File: src/rtl/lif_pkg.sv
// rtl/lif_pkg.sv - shared constants for the LIF array scheduler
package lif_pkg;

  localparam logic [1:0] ST_IDLE  = 2'd0;
  localparam logic [1:0] ST_SWEEP = 2'd1;
  localparam logic [1:0] ST_DONE  = 2'd2;

  localparam logic [2:0] PAT_BASE    = 3'b000;
  localparam logic [2:0] PAT_EXCITE  = 3'b001;
  localparam logic [2:0] PAT_INHIBIT = 3'b010;

  localparam logic [7:0] DEF_THRESHOLD       = 8'd200;
  localparam logic [7:0] DEF_RESET_POTENTIAL = 8'd50;
  localparam logic [7:0] DEF_LEAK_RATE       = 8'd5;
  localparam logic [7:0] DEF_COUPLING_WEIGHT = 8'd20;

endpackage

File: src/rtl/lif_update_core.sv
// rtl/lif_update_core.sv - combinational single-neuron LIF update, shared by all neurons
module lif_update_core
  import lif_pkg::*;
#(
  parameter logic [7:0] THRESHOLD       = DEF_THRESHOLD,
  parameter logic [7:0] RESET_POTENTIAL = DEF_RESET_POTENTIAL,
  parameter logic [7:0] LEAK_RATE       = DEF_LEAK_RATE
) (
  input  logic [7:0] p_i,
  input  logic [4:0] base_i,
  input  logic [2:0] pattern_i,
  input  logic [7:0] coupling_i,
  output logic [7:0] p_next_o,
  output logic       spike_o
);

  logic [7:0] base_ext;
  logic [7:0] drive;

  assign base_ext = {3'b000, base_i};
  assign spike_o  = (p_i >= THRESHOLD);

  // All arithmetic is modulo 256; inhibition below zero wraps on purpose
  always_comb begin
    case (pattern_i)
      PAT_EXCITE:  drive = base_ext + coupling_i;
      PAT_INHIBIT: drive = base_ext - coupling_i;
      default:     drive = base_ext;
    endcase
  end

  always_comb begin
    if (spike_o) begin
      p_next_o = RESET_POTENTIAL;
    end else if (p_i > LEAK_RATE) begin
      p_next_o = p_i + drive - LEAK_RATE;
    end else begin
      p_next_o = p_i + drive;
    end
  end

endmodule

File: src/rtl/lif_array_scheduler.sv
// rtl/lif_array_scheduler.sv - sweeps N virtual LIF neurons through one shared update core
// Optional spike event FIFO enabled by defining LIF_SCHED_EVT_FIFO_EN.
module lif_array_scheduler
  import lif_pkg::*;
#(
  parameter int         N_NEURONS       = 4,
  parameter int         IDX_W           = 2,
  parameter logic [7:0] THRESHOLD       = DEF_THRESHOLD,
  parameter logic [7:0] RESET_POTENTIAL = DEF_RESET_POTENTIAL,
  parameter logic [7:0] LEAK_RATE       = DEF_LEAK_RATE,
  parameter logic [7:0] COUPLING_WEIGHT = DEF_COUPLING_WEIGHT,
  parameter int         EVT_DEPTH       = 4
) (
  input  logic                 clk,
  input  logic                 rst_n,
  input  logic                 ena,
  input  logic                 step_req,
  output logic                 step_busy,
  output logic                 step_done,
  input  logic                 cfg_we,
  input  logic [IDX_W-1:0]     cfg_addr,
  input  logic [4:0]           cfg_current,
  input  logic [2:0]           cfg_pattern,
  input  logic [IDX_W-1:0]     mon_addr,
  output logic [7:0]           mon_potential,
  output logic [N_NEURONS-1:0] spike_vec,
  output logic                 evt_valid,
  output logic [IDX_W-1:0]     evt_idx,
  input  logic                 evt_ready,
  output logic                 evt_overflow
);

  localparam logic [IDX_W-1:0] IDX_LAST = IDX_W'(N_NEURONS - 1);

  logic [1:0]           state_q, state_d;
  logic [IDX_W-1:0]     idx_q, idx_d;
  logic [7:0]           pot_q [N_NEURONS];
  logic [4:0]           cur_q [N_NEURONS];
  logic [2:0]           pat_q [N_NEURONS];
  logic [N_NEURONS-1:0] spike_vec_q;
  logic [N_NEURONS-1:0] shadow_q;

  logic [IDX_W-1:0] prev_idx;
  logic [7:0]       coupling;
  logic [7:0]       core_p_next;
  logic             core_spike;
  logic             sweep_fire;

  // Coupling reads the committed vector, so every neuron sees the previous step's spikes
  assign prev_idx   = (idx_q == '0) ? IDX_LAST : idx_q - 1'b1;
  assign coupling   = spike_vec_q[prev_idx] ? COUPLING_WEIGHT : 8'd0;
  assign sweep_fire = ena && (state_q == ST_SWEEP) && core_spike;

  lif_update_core #(
    .THRESHOLD      (THRESHOLD),
    .RESET_POTENTIAL(RESET_POTENTIAL),
    .LEAK_RATE      (LEAK_RATE)
  ) u_core (
    .p_i       (pot_q[idx_q]),
    .base_i    (cur_q[idx_q]),
    .pattern_i (pat_q[idx_q]),
    .coupling_i(coupling),
    .p_next_o  (core_p_next),
    .spike_o   (core_spike)
  );

  always_comb begin
    state_d = state_q;
    idx_d   = idx_q;
    case (state_q)
      ST_IDLE: begin
        if (step_req) begin
          state_d = ST_SWEEP;
          idx_d   = '0;
        end
      end
      ST_SWEEP: begin
        if (idx_q == IDX_LAST) state_d = ST_DONE;
        else                   idx_d   = idx_q + 1'b1;
      end
      ST_DONE: state_d = ST_IDLE;
      default: state_d = ST_IDLE;
    endcase
  end

  always_ff @(posedge clk or negedge rst_n) begin
    if (!rst_n) begin
      state_q     <= ST_IDLE;
      idx_q       <= '0;
      spike_vec_q <= '0;
      shadow_q    <= '0;
      for (int i = 0; i < N_NEURONS; i++) begin
        pot_q[i] <= RESET_POTENTIAL;
        cur_q[i] <= '0;
        pat_q[i] <= '0;
      end
    end else if (ena) begin
      state_q <= state_d;
      idx_q   <= idx_d;
      // Core reads the old entry this cycle, so a write to the swept neuron lands next step
      if (cfg_we && (int'(cfg_addr) < N_NEURONS)) begin
        cur_q[cfg_addr] <= cfg_current;
        pat_q[cfg_addr] <= cfg_pattern;
      end
      case (state_q)
        ST_IDLE:  if (step_req) shadow_q <= '0;
        ST_SWEEP: begin
          pot_q[idx_q]    <= core_p_next;
          shadow_q[idx_q] <= core_spike;
        end
        ST_DONE:  spike_vec_q <= shadow_q;
        default:  ;
      endcase
    end
  end

  assign step_busy = (state_q == ST_SWEEP) || (state_q == ST_DONE);
  assign step_done = ena && (state_q == ST_DONE);
  assign spike_vec = spike_vec_q;

  always_comb begin
    mon_potential = 8'd0;
    if (int'(mon_addr) < N_NEURONS) mon_potential = pot_q[mon_addr];
  end

`ifdef LIF_SCHED_EVT_FIFO_EN
  localparam int PTR_W = (EVT_DEPTH > 1) ? $clog2(EVT_DEPTH) : 1;
  localparam int CNT_W = $clog2(EVT_DEPTH + 1);
  localparam logic [PTR_W-1:0] PTR_LAST = PTR_W'(EVT_DEPTH - 1);
  localparam logic [CNT_W-1:0] CNT_FULL = CNT_W'(EVT_DEPTH);

  logic [IDX_W-1:0] evt_mem_q [EVT_DEPTH];
  logic [PTR_W-1:0] wr_ptr_q, rd_ptr_q;
  logic [CNT_W-1:0] evt_cnt_q;
  logic             evt_ovf_q;
  logic             evt_pop, evt_full, evt_accept;

  assign evt_full   = (evt_cnt_q == CNT_FULL);
  assign evt_pop    = ena && (evt_cnt_q != '0) && evt_ready;
  // A pop in the same cycle frees the slot, so a full FIFO still takes the push
  assign evt_accept = sweep_fire && (!evt_full || evt_pop);

  always_ff @(posedge clk) begin
    if (evt_accept) evt_mem_q[wr_ptr_q] <= idx_q;
  end

  always_ff @(posedge clk or negedge rst_n) begin
    if (!rst_n) begin
      wr_ptr_q  <= '0;
      rd_ptr_q  <= '0;
      evt_cnt_q <= '0;
      evt_ovf_q <= 1'b0;
    end else begin
      if (evt_accept) wr_ptr_q <= (wr_ptr_q == PTR_LAST) ? '0 : wr_ptr_q + 1'b1;
      if (evt_pop)    rd_ptr_q <= (rd_ptr_q == PTR_LAST) ? '0 : rd_ptr_q + 1'b1;
      case ({evt_accept, evt_pop})
        2'b10:   evt_cnt_q <= evt_cnt_q + 1'b1;
        2'b01:   evt_cnt_q <= evt_cnt_q - 1'b1;
        default: ;
      endcase
      if (sweep_fire && !evt_accept) evt_ovf_q <= 1'b1;
    end
  end

  assign evt_valid    = (evt_cnt_q != '0);
  assign evt_idx      = evt_mem_q[rd_ptr_q];
  assign evt_overflow = evt_ovf_q;
`else
  logic unused_evt;
  assign unused_evt   = evt_ready | (EVT_DEPTH == 0);
  assign evt_valid    = 1'b0;
  assign evt_idx      = '0;
  assign evt_overflow = 1'b0;
`endif

endmodule
File: config.mk
export PLATFORM = sky130hd
export DESIGN_NAME = lif_array_scheduler
export DESIGN_NICKNAME = d
export VERILOG_FILES = /design/src/rtl/lif_pkg.sv /design/src/rtl/lif_update_core.sv /design/src/rtl/lif_array_scheduler.sv
export SDC_FILE = /design/constraint.sdc
export NUM_CORES = 1
export LEC_CHECK = 0
export ABC_AREA = 1
export CORE_UTILIZATION = 50
export CTS_CLUSTER_DIAMETER = 40
export DETAILED_ROUTE_END_ITERATION = 6
export PLACE_DENSITY = 0.7
export SKIP_CTS_REPAIR_TIMING = 1
export SLEW_MARGIN = 30
export SYNTH_ARGS = -nofsm -noshare
export SYNTH_HDL_FRONTEND = slang
export SYNTH_SLANG_ARGS = --single-unit
File: constraint.sdc
create_clock -name clk -period 5.6 [get_ports clk]
set_input_delay 0.56 -clock clk [delete_from_list [all_inputs] [get_ports clk]]
set_output_delay 0.56 -clock clk [all_outputs]
set_load 0.02 [all_outputs]
# Yosys cells after proc, flatten, opt, wreduce, memory -nomap -nowiden
# Index checks and enable logic that the tools add are counted.
dict set report totals {
  word_cells 96
  out_inout_bits 18
  reg_bits 76
  inputBits 18
}
dict set report op_classes {
  order_cmp 10
  addsub 6
  n_reduce_logical 14
  n_mux 39
  n_bitwise 3
  eq_ne 8
}
# operator count
set op_table {}
lappend op_table {{8-bit two-way mux} 7}
lappend op_table {{8-bit binary-select mux with 2-bit select} 2}
lappend op_table {{32-bit bitwise mux} 1}
lappend op_table {{20-bit bitwise mux} 1}
lappend op_table {{5-bit two-way mux} 4}
lappend op_table {{8-bit demux with 2-bit select} 1}
lappend op_table {{8-bit case mux with 2 select lines} 1}
lappend op_table {{12-bit bitwise mux} 1}
lappend op_table {{5-bit binary-select mux with 2-bit select} 1}
lappend op_table {{5-bit demux with 2-bit select} 1}
lappend op_table {{2-bit two-way mux} 5}
lappend op_table {{3-bit greater-or-equal comparator, second input constant} 3}
lappend op_table {{3-bit two-way mux} 3}
lappend op_table {{2-bit inverter with 3-bit output} 3}
lappend op_table {{8-bit adder} 1}
lappend op_table {{8-bit greater-or-equal comparator, second input constant} 1}
lappend op_table {{8-bit by 3-bit greater-than comparator with 1-bit output, second input constant} 1}
lappend op_table {{2-bit case mux with 2 select lines} 2}
lappend op_table {{4-bit case mux with 2 select lines} 1}
lappend op_table {{8-bit by 3-bit subtractor with 8-bit output, second input constant} 1}
lappend op_table {{5-bit by 5-bit adder with 6-bit output} 1}
lappend op_table {{3-bit binary-select mux with 2-bit select} 1}
lappend op_table {{3-bit demux with 2-bit select} 1}
lappend op_table {{2-bit by 3-bit less-than comparator with 1-bit output, second input constant} 2}
lappend op_table {{other kinds (22)} 34}

# Longest topological paths before layout
# Gate-level depths: netlist of the first run.
dict set report depth {
  ltp_word 12
  mapped_depth 29
  ltp_nobuf 26
}

# Modules after synthesis
# Synthesis of the first run repeated with hierarchy kept, for this count alone.
dict set report hier_totals {
  cells_unflattened 686
  area_unflattened_um2 4941.0
}
# mod area_per_inst_um2 cells_per_inst seq_area_each_um2 instances
set by_module_without_submodules {}
lappend by_module_without_submodules {lif_array_scheduler 3807.4 480 1916.8 1}
lappend by_module_without_submodules {lif_update_core 1133.6 206 0.0 1}

# Worst setup path before layout of the first run
# Ideal clock, no wire load.
dict set report synth_path {
  kind {register to register}
  from {reg idx_q[0]}
  to {reg pot_q[15] (netlist name)}
  arrival_time_ns 3.619
  t_required_ns 5.482
  synth_period_minus_slack_ns 3.738
  stages_incl_launch_ff 27
  setup_time_ns 0.118
  setup_slack_ns 1.862
  n_path_buf 3
  cell_sequence {dfrtp_1 -> buf_6 -> inv_8 -> buf_6 -> buf_2 -> ha_1 -> inv_1 -> nand2_1 -> nand2_1 -> nand3_1 -> nand2_1 -> inv_1 -> ha_1 -> ha_1 -> or2_2 -> nand3_1 -> o221ai_1 -> ha_1 -> nand3b_1 -> nand2_1 -> nand2_1 -> nor2_1 -> nand3_1 -> nand2_2 -> nand3_1 -> nand4_1 -> nand2_1}
}
dict set report synth_between {
  elab_chain_cells 12
  word_cells_on_any_way 33
  cone_classes {add/sub: 5; order compare: 4; eq/ne: 2; mux: 19; bitwise: 1; reduce/logical: 2}
}
# element line_no
set synth_lines {}
lappend synth_lines {{start: declaration} lif_array_scheduler.sv:36} ;# logic [IDX_W-1:0] idx_q, idx_d;
lappend synth_lines {{start signal: assignment} lif_array_scheduler.sv:99} ;# idx_q <= idx_d;
lappend synth_lines {{2-bit by 1-bit subtractor with 2-bit output / 2-bit logical NOT (equally long branches)} lif_array_scheduler.sv:50} ;# assign prev_idx = (idx_q == '0) ? IDX_LAST : idx_q - 1'b1;
lappend synth_lines {{2-bit two-way mux} lif_array_scheduler.sv:50}
lappend synth_lines {{1-bit binary-select mux with 2-bit select} lif_array_scheduler.sv:51} ;# assign coupling = spike_vec_q[prev_idx] ? COUPLING_WEIGHT : 8'd0;
lappend synth_lines {{1-bit two-way mux (not written as such)} lif_array_scheduler.sv:51}
lappend synth_lines {{5-bit two-way mux} lif_array_scheduler.sv:51}
lappend synth_lines {{5-bit by 5-bit subtractor with 6-bit output / 5-bit by 5-bit adder with 6-bit output (equally long branches)} {lif_update_core.sv:27, lif_update_core.sv:26}}
lappend synth_lines {{8-bit case mux with 2 select lines} lif_update_core.sv:25} ;# case (pattern_i)
lappend synth_lines {{8-bit adder} {lif_update_core.sv:36, lif_update_core.sv:38}}
lappend synth_lines {{8-bit by 3-bit subtractor with 8-bit output} lif_update_core.sv:36} ;# p_next_o = p_i + drive - LEAK_RATE;
lappend synth_lines {{8-bit two-way mux} lif_update_core.sv:35} ;# end else if (p_i > LEAK_RATE) begin
lappend synth_lines {{8-bit two-way mux} lif_update_core.sv:33} ;# if (spike_o) begin
lappend synth_lines {{32-bit bitwise mux *} lif_array_scheduler.sv:108} ;# pot_q[idx_q] <= core_p_next;
lappend synth_lines {{end signal: indexed assignment} lif_array_scheduler.sv:108}
lappend synth_lines {{end: declaration} lif_array_scheduler.sv:37} ;# logic [7:0] pot_q [N_NEURONS];
# Mark *: on every way between the ends. The rest lies on a longest branch, timed or not. The select of a mux whose other input is x is not followed.
# A chain may end at the register's enable or synchronous reset.

# Worst setup path in the final report of the first run
dict set report layout_path {
  from {reg idx_q[0]}
  to {reg pot_q[23] (netlist name)}
}
# Same word-level chain as after synthesis.

==> impl_results.md, run 1 <==
* Total Wirelength at 11310 um
* Post-Syn Area at 4661 um2
* Crit path largest cell delay at 0.45 ns
* DR vias at 4165
* WP depth at 23
* Cts bufs inserted at 9
* Vias in the first global route at 3975
* Area share of fa/ha/maj cells after synthesis at 0.05530
* Pwr/cell area at 694.4 nW/um2
* Placement Rows at 34
* Skew final at 0.009400 ns
* Avg Cell Area, Syn at 7.566 um2
* Die area at 9711 um2
* Critical path peak fanout at 36
* Hold Crit Class: in2async
* Most used cell along the critical path: nand2_1
* Worst Setup Start Kind: flip-flop
* Outcome: finished with violations
* Root Buffer: clkbuf_8
* Most common cell after layout, fill and taps aside: nand2_1
* Vias per cell at 5.531
* Area delta synth->final at 11.54%
* CTS Sinks at 76
* Gr ovfl total at 0
* Initial antenna violation count at 0
* Mux contribution to synthesized area at 0
* Post-synthesis xor/xnor area fraction at 0.003758
* Share of cells above drive strength 1 at 0.09767
* First-pass GRT wire length at 19050 um
* Unrepaired setup endpoints after global routing: false
* Maximum clock path buffer count at 2
* Total Nets Final at 678
* Failing checks: DRC
* Worst-Margin Slew at 0.7006 ns
* Worst reg2reg path depth at 23
* Die X at 98.55 um
* N_diodes at 0
* Worst R2R Setup Slack at 1.56 ns
* GRT Total Usage at 0.2485
* Post-synthesis sequential area ratio at 0.4113
* Final setup vio count at 0
* Most frequent cells in the layout: nand2_1 (199), o21ai_0 (67), dfrtp_1 (64), inv_1 (52), nor2_1 (45)
* Post-route clock period utilization at 0.7209
* Worst path arrival time at 4.28 ns
* CP top delay family: simple AND/OR/NAND/NOR gates
* WS Path Type: reg2reg
* Leakage at 2.584 nW
* Drt wl/cell at 15.01 um
* RD Place Congestion at 0.8012
* Fin util at 0.5847
* CP endpoint kind: flip-flop
* Slowest cell on the critical path: dfrtp_1
* Cells after Synth at 616
* Max-Cap Viols at 0
* Simple logic cell fraction of the synthesized area at 0.2996
* Post-DP Area at 4961 um2
* Largest family of logic cells by synthesized area: simple AND/OR/NAND/NOR gates
* Compound-Gate Fraction of Synth Area at 0.1450
* Largest net degree at the start of global routing at 77
* Count of different cell masters after synthesis at 43
* Final Hold Vio Count at 0
* Clk Latency, worst-skew pair at 0.36 ns
* Die Ht at 98.55 um
* Initial DRC count at 369
* Number of buffers added on ports at 30
* Max frequency at 247.7 MHz
* Final Slew Violations at 0
* CP cell instances: inv_8, ha_1, inv_1, nand2_1, nand2_1, nand3_1, nand2_1, inv_1, ha_1, ha_1, or2_2, nand3_1, o221ai_1, ha_1, nand3b_1, nand2_1, nand2_1, nor2_1, nand3_1, nand2_2, nand3_1, nand4_1, nand2_1
* Worst-path clk slew at 0.08 ns
* Worst VDD drop at 0.0004777 V
* Design area at 5199 um2
* CTS tree: built
* Core ar. at 8891 um2
* Detailed Place HPWL at 7702 um
* Post-synthesis register bit count at 76
* First-pass DRT Iterations at 7
* Synth Warn # at 0
* Critical Path RT at 5.84 ns
* CTS H-tree depth at 3
* Antenna viol nets, final at 0
* Setup TNS at 0 ns
* I/O Pins at 36
* WP buf/inv at 3
* DRC viols at 4
* Initial Util at 0.5242
* Minimum clock period at 4.037 ns
* Normalized max-slew margin at 0.5329
-- area by class of cell --
type | count | area, um2
clock inverter | 5 | 82.58
inverter | 55 | 214.0
multi-input combinational | 463 | 2362
sequential | 76 | 1917
tap | 108 | 135.1
fill | 830 | 3692
clock buffer | 11 | 151.4
timing repair buffer | 35 | 336.6
-- metrics by stage --
stage	worst slack (ns)	std cells	power [W]	hold slack [ns]
after floorplan	1.862	619	0.002613	0.2644
after global placement	1.708	737	0.003047	0.4625
after detailed placement	1.599	737	0.003109	0.4660
after CTS	1.580	753	0.003611	0.4587
after global routing	1.188	753	0.003931	0.3713
final	1.563	753	0.003610	0.3052
-- logic make-up (layout without fill, tap and decap cells) --
logic type | after synthesis | after routing
AO/OA/AOI/OAI | 121 | 121
buffers and inverters | 80 | 106
XOR/XNOR | 2 | 2
AND/OR/NAND/NOR | 316 | 316
flip-flops | 76 | 76
adder cells (fa/ha/maj) | 20 | 20
other | 1 | 4
-- flip-flops by register name, summed over array words and instances, names as in the netlist --
name / flops
cur_q: 20
idx_q: 2
pat_q: 12
pot_q: 32
shadow_q: 4
spike_vec: 4
state_q: 2
-- where the power goes --
| group | switching [W] | leakage (nW) | total (W) | internal [W] |
|---|---|---|---|---|
| clock network | 0.000220 | 0.120 | 0.000497 | 0.000277 |
| logic | 0.00147 | 1.53 | 0.00226 | 0.000789 |
| registers | 0.000116 | 0.937 | 0.000856 | 0.000740 |
-- final timing paths --
| kind | from | endpoint |
|---|---|---|
| setup reg to reg | idx_q[0] | pot_q[23] |
| setup / recovery | idx_q[0] | pot_q[23] |
| hold / removal | rst_n | pot_q[2] |
| max in group asynchronous | rst_n | cur_q[0] |
| hold reg to reg | pot_q[4] | pot_q[4] |
| min in group clk | pot_q[4] | pot_q[4] |
-- layer usage --
layer / share of wire / global-route usage / vias up
li1: - / - / 2058
met1: 0.45 / 0.3367 / 1955
met2: 0.47 / 0.4036 / 131
met3: 0.055 / 0.03050 / 21
met4: 0.021 / 0.1068 / 0
met5: 0 / 0 / -
-- cell usage after synthesis (all sizes together) --
master | count | area, um2
nand2 | 207 | 802.0
o21ai | 78 | 409.1
dfrtp | 64 | 1602
inv | 55 | 214.0
nor2 | 49 | 209.0
nand3 | 42 | 237.7
a21oi | 24 | 131.4
ha | 19 | 237.7
buf | 16 | 140.1
dfstp | 12 | 315.3
o22ai | 11 | 68.82
clkbuf | 8 | 30.03
nand3b | 7 | 81.33
nand4 | 7 | 43.79
o32ai | 3 | 26.28
nor3 | 2 | 10.01
o221ai | 2 | 17.52
or2 | 2 | 12.52
xnor2 | 2 | 17.52
a31oi | 1 | 6.260
a32oi | 1 | 8.760
conb | 1 | 3.750
dlygate4sd1 | 1 | 8.760
fa | 1 | 20.02
o211ai | 1 | 7.510
No activity file was read; power rests on OpenSTA's default activity.
==> run 2: changes to the inputs <==
--- a/config.mk
+++ b/config.mk
@@ -9,7 +9,7 @@
 export CORE_UTILIZATION = 50
 export CTS_CLUSTER_DIAMETER = 40
 export DETAILED_ROUTE_END_ITERATION = 6
-export PLACE_DENSITY = 0.7
+export PLACE_DENSITY = 0.73
 export SKIP_CTS_REPAIR_TIMING = 1
 export SLEW_MARGIN = 30
 export SYNTH_ARGS = -nofsm -noshare
==> constraint.sdc (replaced) <==
create_clock -name clk -period 3.7 [get_ports clk]
set_input_delay 0.37 -clock clk [delete_from_list [all_inputs] [get_ports clk]]
set_output_delay 0.37 -clock clk [all_outputs]
set_load 0.02 [all_outputs]
==> impl_results.md, run 2 (synthesis results as in run 1) <==
* Outcome: finished with violations
* Failing checks: DRC
* Post-route clock period utilization at 0.9400 (+0.2191)
* RD Place Congestion at 0.8335 (+4.0%)
* Final Slew Violations at 0 (unchanged)
* DRC viols at 2 (-2)
* Post-DP Area at 5040 um2 (+1.6%)
* Worst R2R Setup Slack at 0.22 ns (-1.34 ns)
* Drt wl/cell at 14.98 um (-0.19%)
* CTS Sinks at 76 (unchanged)
* Root Buffer: clkbuf_8
* GRT Total Usage at 0.2519 (+0.003423)
* R2r endpoint: pot_q[14]
* Initial antenna violation count at 0 (unchanged)
* Detailed Place HPWL at 7971 um (+3.5%)
* Final setup vio count at 0 (unchanged)
* First-pass GRT wire length at 19370 um (+1.7%)
* Max-Cap Viols at 0 (unchanged)
* FF-to-FF Start: idx_q[0]
* CTS tree: built
* CP cell instances: inv_8, ha_1, inv_2, nand2_1, nand2_1, nand3_1, nand2_2, inv_2, ha_2, ha_1, or2_2, nand3_2, o221ai_2, ha_1, nand2_1, nand3b_1, nand3_1, nand2_1, buf_4, o21ai_1, nand3b_4, o21ai_2
* Placement Rows at 34 (unchanged)
* Reg with most FFs: pot_q
* Share of cells above drive strength 1 at 0.1298 (+0.03210)
* Crit path largest cell delay at 0.45 ns (about the same)
* Gr ovfl total at 0 (unchanged)
* Area delta synth->final at 14.12%
* Minimum clock period at 3.478 ns (-0.5590 ns)
* Unrepaired setup endpoints after global routing: false
* Die X at 98.55 um (unchanged)
* Skew final at 0.007932 ns (-0.001467 ns)
* Final Hold Vio Count at 0 (unchanged)
* Worst Setup Start Kind: flip-flop
* Most common cell after layout, fill and taps aside: nand2_1
* Worst path arrival time at 3.76 ns (-0.52 ns)
* Leakage at 2.627 nW (+1.7%)
* Total Nets Final at 688 (+1.5%)
* Comb pwr share at 0.644 (+0.019)
* Clock power share at 0.128 (-0.010)
* I/O Pins at 36 (unchanged)
* CTS H-tree depth at 3 (unchanged)
* Switch Pwr at 0.002849 W (+58%)
* Most frequent cells in the layout: nand2_1 (197), o21ai_0 (67), dfrtp_1 (63), inv_1 (50), nor2_1 (44)
* Antenna viol nets, final at 0 (unchanged)
* Largest net degree at the start of global routing at 51 (-34%)
* Max reg flops at 32 (unchanged)
* Vias per cell at 5.630 (+1.8%)
* Slowest cell on the critical path: dfrtp_2
* Most used cell along the critical path: nand2_1
* CP endpoint kind: flip-flop
* DR vias at 4296 (+3.1%)
* Worst VDD drop at 0.0007717 V (+62%)
* Cell Int Power at 0.002883 W (+60%)
* Critical Path RT at 3.98 ns (-1.86 ns)
* WS Path Type: reg2reg
* First-pass DRT Iterations at 7 (unchanged)
* Worst-Margin Slew at 0.6428 ns (-0.05783 ns)
* Initial DRC count at 265 (-28%)
* Hold Crit Class: in2async
* Setup TNS at 0 ns (unchanged)
* Die Ht at 98.55 um (unchanged)
* Number of buffers added on ports at 30 (unchanged)
* Worst-path clk slew at 0.08 ns (about the same)
* Reg power frac at 0.228 (-0.009)
* Maximum clock path buffer count at 2 (unchanged)
* Core ar. at 8891 um2 (unchanged)
* Switch share at 0.4970 (-0.002575)
* Die area at 9711 um2 (unchanged)
* Cts bufs inserted at 9 (unchanged)
* Normalized max-slew margin at 0.5715 (+0.03856)
* Pwr/cell area at 1078 nW/um2 (+55%)
* Clk Latency, worst-skew pair at 0.35 ns (about the same)
* Vias in the first global route at 4116 (+3.5%)
* Critical path peak fanout at 4 (-89%)
* N_diodes at 0 (unchanged)
* Total Wirelength at 11430 um (+1.1%)
* Initial Util at 0.5242 (unchanged)
* Design area at 5319 um2 (+2.3%)
* Worst reg2reg path depth at 22 (-4.3%)
* Max frequency at 287.5 MHz (+16%)
* Top flop regs: pot_q: 32 flops, cur_q: 20 flops, pat_q: 12 flops
## run 2: cell count changes in the layout (fill, tap and decap cells not counted), sizes merged
cell	previous run	this run
clkinv	2	1
clkinvlp	0	1
buf	6	16
## run 2: layout make-up
| cell class | instances | area [um2] |
|---|---|---|
| sequential | 76 | 1918 |
| clock inverter | 5 | 85.08 |
| inverter | 55 | 214.0 |
| clock buffer | 11 | 141.4 |
| tap | 108 | 135.1 |
| timing repair buffer | 45 | 424.2 |
| fill | 799 | 3572 |
| multi-input combinational | 463 | 2401 |
## run 2: worst max-delay path by stage
stage                     startpoint        end  slack (ns)  cells after the start
after floorplan             idx_q[0]  pot_q[15]       0.005                     27
after global placement      idx_q[0]  pot_q[23]        0.13                     24
after detailed placement    idx_q[0]  pot_q[31]       -0.02                     24
after CTS                   idx_q[0]  pot_q[31]       -0.04                     24
after global routing        idx_q[0]  pot_q[31]        0.01                     25
final                       idx_q[0]  pot_q[14]        0.22                     22
## run 2: per-stage QoR
| stage | power, W | std cells | utilization | setup slack, ns | hold slack [ns] |
|---|---|---|---|---|---|
| after floorplan | 0.004001 | 619 | - | 0.004551 | 0.07441 |
| after global placement | 0.004726 | 744 | 0.5668 | 0.1278 | 0.4097 |
| after detailed placement | 0.004836 | 744 | 0.5668 | -0.02059 | 0.4228 |
| after CTS | 0.005587 | 760 | 0.5923 | -0.04138 | 0.04459 |
| after global routing | 0.006217 | 763 | 0.5982 | 0.01036 | 0.06634 |
| final | 0.005732 | 763 | 0.5982 | 0.2221 | 0.01787 |
## run 2: worst max-delay path: cells and delay by family, from the launching register on
family,cells,cell delay [ns]
buffers and inverters,4,0.32
DFF,1,0.45
and+or+nand+nor,11,1.28
AOI/OAI and AO/OA,3,0.44
adders and majority gates,4,0.92
## run 2: power groups by stage
stage	clock, W	combinational, W	sequential (W)
2_1_floorplan	0	0.00272	0.00128
3_3_place_gp	0	0.00342	0.00131
3_5_place_dp	0	0.00352	0.00131
4_1_cts	0.000745	0.00354	0.00130
5_1_grt	0.000780	0.00410	0.00133
6_report	0.000736	0.00369	0.00131
## run 2: metal layers
metal  up-vias  part of all wire  track usage
met5         -                 0            0
met4         0             0.018      0.08037
met1      2061              0.46       0.3442
met3        20             0.058      0.03972
li1       2077                 -            -
met2       138              0.47       0.4128
==> RTL change 1: new RTL, settings of run 2 <==
The option `LIF_SCHED_EVT_FIFO_EN` is turned on by a define.
--- a/src/rtl/lif_array_scheduler.sv
+++ b/src/rtl/lif_array_scheduler.sv
@@ -1,5 +1,7 @@
 // rtl/lif_array_scheduler.sv - sweeps N virtual LIF neurons through one shared update core
 // Optional spike event FIFO enabled by defining LIF_SCHED_EVT_FIFO_EN.
+`define LIF_SCHED_EVT_FIFO_EN
+
 module lif_array_scheduler
   import lif_pkg::*;
 #(
Formal check against the unedited RTL: same outputs for any inputs over 4 cycles, from zero or initial values and one cycle with rst_n low; that may be too few to reach the edited logic, so the function may still have changed.
==> RTL change 1 against run 2 <==
Synthesized area grew 15%; critical path depth grew 1; critical path type unchanged; count of clock-buffer cells in the layout shrank 2; sequential cell count grew 16; final area grew 14%; hold slack gained 0.015 ns; wire length grew 9.3%; setup slack gained 0.071 ns.
Power is left out: the tool's default activity adds up to more than one toggle a clock period on the data nets, which glitch-free logic cannot reach.
==> RTL change 1: results (changes against run 2) <==
metric,value,unit,change
sequential cell count,92,,+21%
register area share after synthesis,43.88,%,+2.7 points
CTS root buf,clkbuf_8,,
Netlist cell types,41,,-4.7%
Total Wirelength,12500,µm,+9.3%
NonClk Buf Share,7.038,%,-0.94 points
top post-synthesis cells by area,"dfrtp_1 34%, nand2_1 14%, o21ai_0 7.2%, dfstp_2 5.9%, ha_1 5.8%",,
placed cells,849,,+14%
drt initial violations,209,,-21%
CP max FO,6,,+2
gpl congestion,0.8854,,+6.2%
#MultiIn Comb,499,,+7.8%
CP arrival,3.64,ns,-0.12 ns
flop-to-flop setup slack,0.29,ns,+0.07 ns
worst r2r dst,pot_q[22],,
Slowest Stage Delay on Critical Path,0.43,ns,-0.02 ns
multi-input logic area,2616,µm²,+9.0%
clk tree area frac,3.158,%,-1.1 points
r2r startpoint,idx_q[0],,
top post-synthesis cells by count,"200 x nand2_1, 77 x o21ai_0, 75 x inv_1",,
first-pass GRT wire length,21260,µm,+9.8%
Finished Layout Cells,866,,+13%
Post-synth ARST share,91.30,%,-8.7 points
pin count of the biggest net entering global routing,85,,+67%
GRT Total Usage,23.59,%,-1.6 points
initial antenna violation count,0,,unchanged
# DRC,0,,-2
nonclk buf count,45,,unchanged
vias in the first global route,4561,,+11%
Signal inverters,78,,+42%
drt pass-1 iters,5,,-2
I/O Buffers,35,,+17%
sequential cell area share,38.89,%,+2.8 points
clock buf count,9,,-2
Cells after Synth,690,,+12%
"delay-heaviest family, CP",adder cells,,
Synth Warn #,0,,unchanged
CTS Buffer Depth,2,,unchanged
crit path kind,register to register,,
Fin Clk Skew,0.01444,ns,+0.006508 ns
Worst-path clk slew,0.11,ns,+0.03 ns
FF-to-FF path depth,23,,+4.5%
worst hold slack,0.03288,ns,+0.01501 ns
worst slew margin relative to its limit,48.73,%,-8.4 points
Num CTS Buffers,9,,unchanged
FILL cells,962,,+20%
via/cell ratio,5.406,,-4.0%
"Net count, final",770,,+12%
slowest CP cell,dfrtp_1,,
Hold/Removal Path Class,input pin to async pin,,
post-detail-place hpwl,8906,µm,+12%
Post-synth EDFFs,8,,+8
status,completed,,
layout cells sized above 1,10.00,%,-3.0 points
biggest regs,"pot_q x32, cur_q x20, pat_q x12",,
## RTL change 1: cell count changes after synthesis, moves of 7 or more
cell,change
dfrtp_1,+8
inv_1,+23
o21ai_0,+10
nand3_1,+9
edfxtp_1,+8
nor2_1,+9
o21ai_1,+7
## RTL change 1: cell families (layout without fill, tap and decap cells)
family          count (synthesis)  after routing  synth area share, %
compound gates                137            137                13.95
xor+xnor                        6              6               0.9783
flops                          92             92                43.88
buf+inv                        99            139                8.197
simple gates                  329            329                26.43
fa+ha+maj                      27             27                6.567
## RTL change 1: routing by layer
metal / up-vias / routed length, µm / track usage, %
li1: 2319 / - / -
met1: 2201 / 5681 / 31.28
met2: 149 / 6061 / 40.48
met3: 13 / 644 / 3.525
met4: 0 / 111 / 5.754
met5: - / 0 / 0
## RTL change 1: per-stage QoR
stage	instance area [µm²]	TNS (ns)	setup slack, ns
floorplan	5374	0	0.02042
global placement	5818	0	0.3276
detailed placement	5822	0	0.2529
CTS	6013	0	0.2069
global route	6062	-0.07677	-0.03137
finish	6062	0	0.2928
==> RTL change 2: new RTL, flow settings as in run 2 <==
Without the edit above. Register the inputs `cfg_we`, `cfg_addr`, `cfg_current` and `cfg_pattern` before use, cleared by the reset. The logic sees them one clock later. The other inputs are not delayed to match.
--- a/src/rtl/lif_array_scheduler.sv
+++ b/src/rtl/lif_array_scheduler.sv
@@ -31,6 +31,25 @@
 );
 
   localparam logic [IDX_W-1:0] IDX_LAST = IDX_W'(N_NEURONS - 1);
+
+  logic cfg_we_q;
+  logic [IDX_W-1:0] cfg_addr_q;
+  logic [4:0] cfg_current_q;
+  logic [2:0] cfg_pattern_q;
+
+  always_ff @(posedge clk or negedge rst_n) begin
+    if (!rst_n) begin
+      cfg_we_q      <= '0;
+      cfg_addr_q    <= '0;
+      cfg_current_q <= '0;
+      cfg_pattern_q <= '0;
+    end else begin
+      cfg_we_q      <= cfg_we;
+      cfg_addr_q    <= cfg_addr;
+      cfg_current_q <= cfg_current;
+      cfg_pattern_q <= cfg_pattern;
+    end
+  end
 
   logic [1:0]           state_q, state_d;
   logic [IDX_W-1:0]     idx_q, idx_d;
@@ -98,9 +117,9 @@
       state_q <= state_d;
       idx_q   <= idx_d;
       // Core reads the old entry this cycle, so a write to the swept neuron lands next step
-      if (cfg_we && (int'(cfg_addr) < N_NEURONS)) begin
-        cur_q[cfg_addr] <= cfg_current;
-        pat_q[cfg_addr] <= cfg_pattern;
+      if (cfg_we_q && (int'(cfg_addr_q) < N_NEURONS)) begin
+        cur_q[cfg_addr_q] <= cfg_current_q;
+        pat_q[cfg_addr_q] <= cfg_pattern_q;
       end
       case (state_q)
         ST_IDLE:  if (step_req) shadow_q <= '0;
Function: changed (Yosys sat finds a counterexample within 4 cycles, from zero or initial values and one cycle with rst_n low).
==> RTL change 2 against run 2 <==
Highest routed layer unchanged; synthesized area rose by 5.2%; sequential cell count up 11; final area grew 6.2%; setup slack lost 0.014 ns; wire length increased by 6.1%; cell count is 5.5% higher.
Power is not shown: default switching activity piles up to over one toggle a cycle in this logic, so the estimate is an artifact.
==> RTL change 2: results (changes against run 2) <==
metric,value,unit,change
"Net count, final",709,,+3.1%
GRT Total Usage,25.24,%,+0.048 points
CTS H-Tree Depth,3,,unchanged
Post-synth ARST share,100.0,%,unchanged
Area after DPL,5280,µm²,+4.8%
Fin Clk Skew,0.01224,ns,+0.004306 ns
pin count of the biggest net entering global routing,62,,+22%
biggest regs,"pot_q x32, cur_q x20, pat_q x12",,
Final ANT Viol Nets,0,,unchanged
flop-to-flop setup slack,0.21,ns,
met2 Use GR,39.36,%,-1.9 points
Worst-path clk slew,0.10,ns,+0.02 ns
top post-synthesis cells by count,"200 x nand2_1, 75 x dfrtp_1, 65 x o21ai_0",,
FILL cells,834,,+4.4%
"delay-heaviest family, CP",adder cells,,
Hold/Removal Path Class,input pin to async pin,,
Total Wirelength,12130,µm,+6.1%
Num CTS Buffers,9,,unchanged
register area share after synthesis,44.72,%,+3.6 points
slowest CP cell,ha_2,,
"Primary FF master, synth",dfrtp_1,,
Netlist cell types,42,,-2.3%
diode count,0,,unchanged
Slowest Stage Delay on Critical Path,0.42,ns,-0.03 ns
FF-to-FF path depth,21,,-4.5%
worst slew margin relative to its limit,48.72,%,-8.4 points
CP arrival,3.76,ns,about the same
post-detail-place hpwl,8293,µm,+4.0%
crit path kind,register to register,,
initial antenna violation count,0,,unchanged
CTS root buf,clkbuf_8,,
drt pass-1 iters,5,,-2
Worst-Skew Late Latency,0.37,ns,+0.02 ns
worst hold slack,0.05508,ns,+0.03721 ns
global routing usage on met3,4.924,%,+0.95 points
met1 Use GR,35.29,%,+0.87 points
CTS Buffer Depth,2,,unchanged
status,completed,,
I/O Buffers,30,,unchanged
drt initial violations,333,,+26%
worst r2r dst,pot_q[15],,
via/cell ratio,5.518,,-2.0%
layout cells sized above 1,12.28,%,-0.70 points
first-pass GRT wire length,19830,µm,+2.4%
Synth Warn #,0,,unchanged
CP max FO,5,,+1
post-synth top area share,38.28,%,+3.9 points
gpl congestion,0.8888,,+6.6%
r2r startpoint,idx_q[0],,
vias in the first global route,4111,,-0.12%
top post-synthesis cells by area,"dfrtp_1 38%, nand2_1 15%, o21ai_0 6.6%, dfstp_2 6.4%, inv_1 4.9%",,
[RTL change 2: cell count changes after synthesis, sizes merged, moves of 2 or more]
cell,delta
nand2,-5
nand4,+3
dfrtp,+11
o211ai,+3
xor2,+2
clkbuf,+2
nand3,+5
inv,+13
nor2,-2
nand3b,-6
a21oi,-3
[RTL change 2: final cells by class]
class / count / area share, %
Clock inverter: 7 / 1.838
Timing Repair Buffer: 44 / 7.132
Tap cell: 129 / 2.857
Multi-Input combinational cell: 461 / 42.52
Clock buffer: 9 / 2.193
Inverter: 68 / 4.651
Sequential cell: 87 / 38.80
[RTL change 2: worst max path at each step]
stage | to | slack, ns | cells after the start
floorplan | pot_q[31] | 0.05 | 26
global placement | pot_q[14] | 0.12 | 21
detailed placement | pot_q[23] | 0.01 | 23
CTS | pot_q[15] | -0.04 | 22
global route | pot_q[30] | -0.06 | 24
finish | pot_q[15] | 0.21 | 21
[RTL change 2: per-layer routing]
metal  up-vias  routed length, µm
li1       2135                  -
met1      2099               5334
met2       182               5682
met3        26                878
met4         0                231
met5         -                  0
[RTL change 2: through the flow]
stage                     std cells  TNS [ns]  setup slack [ns]  util (%)
after floorplan                 641         0           0.04520         -
after global placement          784         0            0.1175     56.34
after detailed placement        784         0          0.009722     56.34
after CTS                       800   -0.1861          -0.03962     58.77
after global routing            805   -0.2674          -0.06093     60.28
final                           805         0            0.2079     60.28
[RTL change 2: kinds of logic (layout without fill, tap and decap cells)]
group	count (synthesis)	in the layout	synth area share, %
adders and majority gates	20	20	5.258
and+or+nand+nor	312	312	27.08
xor gates and xnor gates	3	3	0.5361
AOI/OAI and AO/OA	122	122	13.71
other	1	4	0.07650
DFF	87	87	44.72
buffers and inverters	93	128	8.627
